--- src/rtl/vga_timing_pkg.sv ---
// Shared types and default 640x480@60 timing constants for the VGA raster
// generator. Used by vga_axis_counter and vga_timing_gen.
package vga_timing_pkg;

  // Width of the x/y coordinate buses and of the frame counter.
  localparam int COORD_W = 10;

  // Phase of one raster axis within a line (horizontal) or frame (vertical).
  typedef enum logic [1:0] {
    ACTIVE = 2'd0,
    FRONT  = 2'd1,
    SYNC   = 2'd2,
    BACK   = 2'd3
  } axis_phase_t;

  // Default 640x480@60 timing (25.175 MHz pixel rate).
  localparam int DEF_H_ACTIVE = 640;
  localparam int DEF_H_FRONT  = 16;
  localparam int DEF_H_SYNC   = 96;
  localparam int DEF_H_BACK   = 48;
  localparam int DEF_V_ACTIVE = 480;
  localparam int DEF_V_FRONT  = 10;
  localparam int DEF_V_SYNC   = 2;
  localparam int DEF_V_BACK   = 33;

  // Pin level for a sync signal: the polarity value while asserted,
  // its complement otherwise.
  function automatic logic sync_level(input logic asserted, input logic pol);
    return asserted ? pol : ~pol;
  endfunction

endpackage

--- src/rtl/vga_axis_counter.sv ---
// One raster axis: a wrapping counter plus a four-phase FSM
// (ACTIVE -> FRONT -> SYNC -> BACK -> ACTIVE). Instantiated once for the
// horizontal axis (stepped every pixel) and once for the vertical axis
// (stepped on horizontal wrap). The phase output doubles as the FSM state
// visible for debug.
module vga_axis_counter
  import vga_timing_pkg::*;
(
  input  logic               clk,
  input  logic               rst,
  input  logic               step,
  input  logic [COORD_W-1:0] len_active,
  input  logic [COORD_W-1:0] len_front,
  input  logic [COORD_W-1:0] len_sync,
  input  logic [COORD_W-1:0] len_back,
  output logic [COORD_W-1:0] count,
  output axis_phase_t        phase,
  output logic               wrap
);

  logic [COORD_W-1:0] start_front;
  logic [COORD_W-1:0] start_sync;
  logic [COORD_W-1:0] start_back;
  logic [COORD_W-1:0] last_count;
  logic [COORD_W-1:0] count_inc;
  axis_phase_t        phase_next;

  // Segment boundaries as absolute counts along the axis.
  assign start_front = len_active;
  assign start_sync  = len_active + len_front;
  assign start_back  = start_sync + len_sync;
  assign last_count  = start_back + len_back - 1'b1;
  assign count_inc   = count + 1'b1;

  // wrap marks the final count of the axis; the counter returns to 0 on the
  // next step. Exposed unqualified so the vertical axis can AND it with its
  // own step condition.
  assign wrap = (count == last_count);

  // Position counter: advances on step, returns to 0 after the last count.
  always_ff @(posedge clk or posedge rst) begin
    if (rst) begin
      count <= '0;
    end else if (step) begin
      count <= wrap ? '0 : count_inc;
    end
  end

  // Phase state register.
  always_ff @(posedge clk or posedge rst) begin
    if (rst) begin
      phase <= ACTIVE;
    end else begin
      phase <= phase_next;
    end
  end

  // Next phase: move on when the incremented count reaches the next
  // boundary; wrap always lands in ACTIVE.
  always_comb begin
    phase_next = phase;
    if (step) begin
      if (wrap) begin
        phase_next = ACTIVE;
      end else begin
        case (phase)
          ACTIVE:  if (count_inc == start_front) phase_next = FRONT;
          FRONT:   if (count_inc == start_sync)  phase_next = SYNC;
          SYNC:    if (count_inc == start_back)  phase_next = BACK;
          default: phase_next = phase;
        endcase
      end
    end
  end

endmodule

--- src/rtl/vga_timing_gen.sv ---
// VGA raster timing generator: pixel coordinates, display-active flag,
// sync pulses and line/frame start strobes, all registered together so
// every output carries the same one-pix_en latency from the counters.
// Optional feature macro: VGA_TIMING_FRAME_CTR_EN builds a 10-bit frame
// counter stepped at the start of vertical blanking; otherwise frame_ctr
// is tied to 0.
module vga_timing_gen
  import vga_timing_pkg::*;
#(
  parameter int H_ACTIVE   = DEF_H_ACTIVE,
  parameter int H_FRONT    = DEF_H_FRONT,
  parameter int H_SYNC     = DEF_H_SYNC,
  parameter int H_BACK     = DEF_H_BACK,
  parameter int V_ACTIVE   = DEF_V_ACTIVE,
  parameter int V_FRONT    = DEF_V_FRONT,
  parameter int V_SYNC     = DEF_V_SYNC,
  parameter int V_BACK     = DEF_V_BACK,
  parameter bit H_SYNC_POL = 1'b0,
  parameter bit V_SYNC_POL = 1'b0
) (
  input  logic               clk,
  input  logic               rst,
  input  logic               pix_en,
  output logic [COORD_W-1:0] x,
  output logic [COORD_W-1:0] y,
  output logic               frame_active,
  output logic               h_sync,
  output logic               v_sync,
  output logic               line_start,
  output logic               frame_start,
  output logic [COORD_W-1:0] frame_ctr
);

  logic [COORD_W-1:0] h_count;
  logic [COORD_W-1:0] v_count;
  axis_phase_t        h_phase;
  axis_phase_t        v_phase;
  logic               h_wrap;
  logic               v_step;
  logic               unused_v_wrap;

  // The vertical axis moves one line each time the horizontal axis wraps.
  assign v_step = pix_en & h_wrap;

  vga_axis_counter u_h_axis (
    .clk        (clk),
    .rst        (rst),
    .step       (pix_en),
    .len_active (COORD_W'(H_ACTIVE)),
    .len_front  (COORD_W'(H_FRONT)),
    .len_sync   (COORD_W'(H_SYNC)),
    .len_back   (COORD_W'(H_BACK)),
    .count      (h_count),
    .phase      (h_phase),
    .wrap       (h_wrap)
  );

  vga_axis_counter u_v_axis (
    .clk        (clk),
    .rst        (rst),
    .step       (v_step),
    .len_active (COORD_W'(V_ACTIVE)),
    .len_front  (COORD_W'(V_FRONT)),
    .len_sync   (COORD_W'(V_SYNC)),
    .len_back   (COORD_W'(V_BACK)),
    .count      (v_count),
    .phase      (v_phase),
    .wrap       (unused_v_wrap)
  );

  // Output registers: capture the decode of the counters as they stand
  // before this pix_en edge, so all outputs describe the same pixel.
  always_ff @(posedge clk or posedge rst) begin
    if (rst) begin
      x            <= '0;
      y            <= '0;
      frame_active <= 1'b0;
      h_sync       <= ~H_SYNC_POL;
      v_sync       <= ~V_SYNC_POL;
      line_start   <= 1'b0;
      frame_start  <= 1'b0;
    end else if (pix_en) begin
      x            <= h_count;
      y            <= v_count;
      frame_active <= (h_phase == ACTIVE) && (v_phase == ACTIVE);
      h_sync       <= sync_level(h_phase == SYNC, H_SYNC_POL);
      v_sync       <= sync_level(v_phase == SYNC, V_SYNC_POL);
      line_start   <= (h_count == '0);
      frame_start  <= (h_count == '0) && (v_count == '0);
    end
  end

`ifdef VGA_TIMING_FRAME_CTR_EN
  // Frame counter: steps on the edge that loads the first blanking line
  // (x=0, y=V_ACTIVE); wraps naturally at 2^COORD_W.
  always_ff @(posedge clk or posedge rst) begin
    if (rst) begin
      frame_ctr <= '0;
    end else if (pix_en && (h_count == '0) && (v_count == COORD_W'(V_ACTIVE))) begin
      frame_ctr <= frame_ctr + 1'b1;
    end
  end
`else
  assign frame_ctr = '0;
`endif

endmodule

--- config.mk ---
export PLATFORM = sky130hd
export DESIGN_NAME = vga_timing_gen
export DESIGN_NICKNAME = d
export VERILOG_FILES = /design/src/rtl/vga_timing_pkg.sv /design/src/rtl/vga_axis_counter.sv /design/src/rtl/vga_timing_gen.sv
export SDC_FILE = /design/constraint.sdc
export NUM_CORES = 1
export LEC_CHECK = 0
export ABC_AREA = 1
export CORE_MARGIN = 2
export CORE_UTILIZATION = 40
export DETAILED_ROUTE_END_ITERATION = 7
export GPL_TIMING_DRIVEN = 0
export SLEW_MARGIN = 40
export SYNTH_ARGS = -nofsm -noshare
export SYNTH_HDL_FRONTEND = slang
export SYNTH_SLANG_ARGS = --single-unit
--- constraint.sdc ---
create_clock -name clk -period 1.8 [get_ports clk]
set_clock_uncertainty 0.15 [all_clocks]
set_input_delay 0.54 -clock clk [delete_from_list [all_inputs] [get_ports clk]]
set_output_delay 0.54 -clock clk [all_outputs]
set_load 0.005 [all_outputs]
==> flow_summary.yaml <==
cells_and_area:
  antenna-diode-count: 0
  area_growth_syn_to_layout_pct: 28.9
  post_route_cells_drive_above_1_share: 0.222
  layout.nets: 445
  stdcell_count: 524
  fill_cells: 679
  stdcell_area_sq_um: 3670
  final_util: 0.537
clocking:
  number_of_clock_sinks: 49
  numCtsBuffers: 5
  ctsLongestPathBuffers: 2
  clock_tree_from_tritoncts: "built"
  cts_root_buf: "sky130_fd_sc_hd__clkbuf_8"
  cts-htree-levels: 2
  clkSlewWorstSetupHoldPaths_ns: 0.09
  clock_insertion_delay_at_the_later_pin_of_the_skew_report_ns: 0.30
critical_path:
  data_arrival_time_of_the_worst_path_ns: 1.95
  timing_worst_setup_path_type: "reg2reg"
  critical-path-max-stage-delay_ns: 0.42
  timing.critical_path.from_type: "flop"
  worst_r2r_startpoint: "u_h_axis.count[1]"
  worst-r2r-cell-count: 10
  crit_slowest_cell: "sky130_fd_sc_hd__dfrtp_1"
  cp_max_fo: 6
  worstSetupEndpointType: "flop"
  timing.critical_path.required_ns: 1.89
  cp_cell_sequence: "ha_4 -> nand3_4 -> buf_4 -> inv_2 -> nand4_4 -> nor2_4 -> nand2_4 -> nor2_2 -> nand2_1 -> nand2_1"
  rrSetupSlack_ns: -0.06
  crit-reg2reg-capture: "u_v_axis.phase[0]"
  crit_path_frequent_cell: "sky130_fd_sc_hd__nand2_1"
synth:
  netlist_top_cells_area: "sky130_fd_sc_hd__dfrtp_1 41%, sky130_fd_sc_hd__nand2_1 14%, sky130_fd_sc_hd__ha_1 6.6%"
  yosysWarnings: 0
  syn-instance-count: 361
  synth_top_family_by_area: "simple AND/OR/NAND/NOR gates"
  synth_xor_area_frac: 0.00923
  synth-seq-area-share: 0.432
  ys_seq_elements: 49
  mux_share_of_post_synthesis_cell_area: 0
  synthAdderAreaFrac: 0.0660
  synth.lib_cells_used.distinct: 32
  syn-cell-area_sq_um: 2850
  synthDominantCellAreaShare: 0.413
  synth_compound_area_frac: 0.0954
  synth_simple_gate_area_frac: 0.300
  post-synth-top-area-cell: "sky130_fd_sc_hd__dfrtp_1"
  postSynthAreaPerCell_sq_um: 7.88
routing:
  wl_per_cell_um: 13.1
  detail_route.first_pass.iterations: 4
  detailedRoute.firstIterationViolations: 109
  remaining_drc_errors: 0
  route.vias.total: 2538
  drtAntennaViolNets: 0
  post_detailed_routing_wire_length_mm: 6.85
  average_via_count_per_standard_cell: 4.84
power_and_ir_drop:
  irDropWorstVdd_mv: 0.336
  total_switching_power_mw: 1.17
  share_clk_of_total_power: 0.212
  power_mw: 3.26
  power.share.switching: 0.360
  p_int_mw: 2.08
  power_per_cell_area_nw_per_um2: 888
  leak_nw: 1.79
  power.share.combinational: 0.351
  power.sequential.fraction: 0.438
timing:
  timing_worst_slew_pin_value_ns: 0.589
  maxSlewViolCount: 0
  finalCriticalPeriod_ns: 1.86
  slew_headroom: 0.607
  fin_tns_setup_ns: -0.325
  hold_violations: 0
  min_period_over_period: 1.03
  worst_case_hold_slack_ns: 0.330
  setup_slack_ns: -0.0606
  max_freq_mhz: 537
  final-setup-viol-count: 9
  rsz0062_at_grt: "true"
floorplan:
  fp.dieH_um: 88.3
  std_cell_rows: 30
  die_width_um: 88.3
  start_util: 0.416
  core_area_sq_um: 6830
  total_i_o_pin_count: 38
  die_area_sq_um: 7800
hold_path:
  min_to: "x[2]"
  hold_path.startpoint: "x[2]"
  hold_depth: 2
  hp-class: "reg2reg"
global_route:
  grt_antenna_before_repair: 0
  grt_util_all_layers: 0.191
  first_global_vias: 2546
  grt_first_pass_wirelength_mm: 11.7
  maximum_number_of_pins_on_one_net_before_global_route_repair: 22
  grt_overflow: 0
placement:
  finalWeightedCongestion: 0.913
  dpl.cell_count: 495
  hpwl_mm: 4.97
  placed_area_sq_um: 3330
  placement.setup.worst_slack_ns: -0.509
  io_buffers: 27
outcome:
  violations: "setup timing"
  status: "complete, but fails checks"
flow_run:
  timing.max_cap.violations: 0
-- cell usage in the layout, fill, tap and decap left out, types with 10 or more instances in the layout --
| cell type | instances |
|---|---|
| sky130_fd_sc_hd__dfrtp_1 | 44 |
| sky130_fd_sc_hd__o21ai_0 | 35 |
| sky130_fd_sc_hd__conb_1 | 10 |
| sky130_fd_sc_hd__nor2_1 | 18 |
| sky130_fd_sc_hd__nand3_1 | 18 |
| sky130_fd_sc_hd__nand2_1 | 100 |
| sky130_fd_sc_hd__ha_1 | 12 |
| sky130_fd_sc_hd__nand2_2 | 11 |
| sky130_fd_sc_hd__buf_4 | 31 |
| sky130_fd_sc_hd__inv_1 | 37 |
| sky130_fd_sc_hd__dlygate4sd2_1 | 24 |
| sky130_fd_sc_hd__nand4_1 | 10 |
-- worst max-delay path by stage --
stage / endpoint / start / cells past startpoint
after floorplan: u_v_axis.phase[0] / u_v_axis.count[0] / 12
after CTS: u_h_axis.phase[0] / u_h_axis.count[0] / 12
after global routing: u_h_axis.phase[0] / u_h_axis.count[1] / 13
after detailed placement: frame_start / pix_en / 5
after global placement: frame_start / pix_en / 5
final: u_v_axis.phase[0] / u_h_axis.count[1] / 10
-- per-layer routing --
layer  wire length (um)  global-route usage
met2               3380               0.330
met5                  0                   0
met1               3060               0.240
met3                258              0.0326
met4                149              0.0716
-- synth_stat cells --
| master | count |
|---|---|
| sky130_fd_sc_hd__a21boi_0 | 1 |
| sky130_fd_sc_hd__a21oi_1 | 1 |
| sky130_fd_sc_hd__buf_4 | 12 |
| sky130_fd_sc_hd__clkbuf_1 | 6 |
| sky130_fd_sc_hd__conb_1 | 1 |
| sky130_fd_sc_hd__dfrtp_1 | 47 |
| sky130_fd_sc_hd__dfstp_2 | 2 |
| sky130_fd_sc_hd__ha_1 | 15 |
| sky130_fd_sc_hd__inv_1 | 39 |
| sky130_fd_sc_hd__inv_2 | 4 |
| sky130_fd_sc_hd__nand2_1 | 106 |
| sky130_fd_sc_hd__nand2_2 | 5 |
| sky130_fd_sc_hd__nand2_4 | 1 |
| sky130_fd_sc_hd__nand3_1 | 18 |
| sky130_fd_sc_hd__nand3_2 | 7 |
| sky130_fd_sc_hd__nand4_1 | 10 |
| sky130_fd_sc_hd__nand4_4 | 1 |
| sky130_fd_sc_hd__nor2_1 | 24 |
| sky130_fd_sc_hd__nor2_2 | 3 |
| sky130_fd_sc_hd__nor2_4 | 2 |
| sky130_fd_sc_hd__nor3_1 | 3 |
| sky130_fd_sc_hd__nor3_2 | 1 |
| sky130_fd_sc_hd__nor4_1 | 1 |
| sky130_fd_sc_hd__o21ai_0 | 36 |
| sky130_fd_sc_hd__o21ai_1 | 3 |
| sky130_fd_sc_hd__o21bai_1 | 1 |
| sky130_fd_sc_hd__o22ai_1 | 5 |
| sky130_fd_sc_hd__o32ai_2 | 1 |
| sky130_fd_sc_hd__o41ai_1 | 1 |
| sky130_fd_sc_hd__or3_1 | 1 |
| sky130_fd_sc_hd__xnor2_1 | 1 |
| sky130_fd_sc_hd__xor2_1 | 2 |
-- cell type report --
cell class / count / area, sq um / area share
plain buffers: 18 / 113 / 0.0307
clock buffers: 6 / 82.6 / 0.0225
clock inverters: 2 / 13.8 / 0.00375
inverters: 43 / 165 / 0.0450
multi-input cells: 260 / 1490 / 0.405
flip-flops and latches: 49 / 1230 / 0.336
well taps: 96 / 120 / 0.0328
repair buffers: 50 / 455 / 0.124
-- what timing repair did --
item                                    CTS  global route
pin swaps                                 5            14
endpoints found under the setup margin   66            10
buffers inserted                         17             4
hold buffers                              0             0
gates cloned                              0             0
resized for setup                        44            18
-- cell families (layout without fill, tap and decap cells) --
group	count (synthesis)	after routing
other	1	10
flip-flops	49	49
XOR/XNOR	3	3
AND/OR/NAND/NOR	183	183
AO/OA/AOI/OAI	49	49
buffers and inverters	61	119
adder cells (fa/ha/maj)	15	15
-- worst max-delay path, delay by kind of cell, from the launching register on --
kind	cells	cell delay [ns]
adders and majority gates	1	0.19
buffers and inverters	2	0.22
DFF	1	0.42
and+or+nand+nor	7	0.82
-- power groups by stage --
stage,Combinational (mW),Sequential [mW],Clock (mW)
after floorplan,0.664,1.43,0
after global placement,1.00,1.45,0
after detailed placement,1.03,1.45,0
after CTS,1.09,1.42,0.705
after global routing,1.29,1.46,0.753
final,1.14,1.43,0.689
-- flip-flops by register name, indices dropped and copies added, names as in the netlist --
name,cells
u_v_axis.count,10
x,10
u_v_axis.phase,2
u_h_axis.count,10
y,10
v_sync,1
frame_start,1
u_h_axis.phase,2
line_start,1
h_sync,1
frame_active,1
No activity file was read; power rests on OpenSTA's default activity.
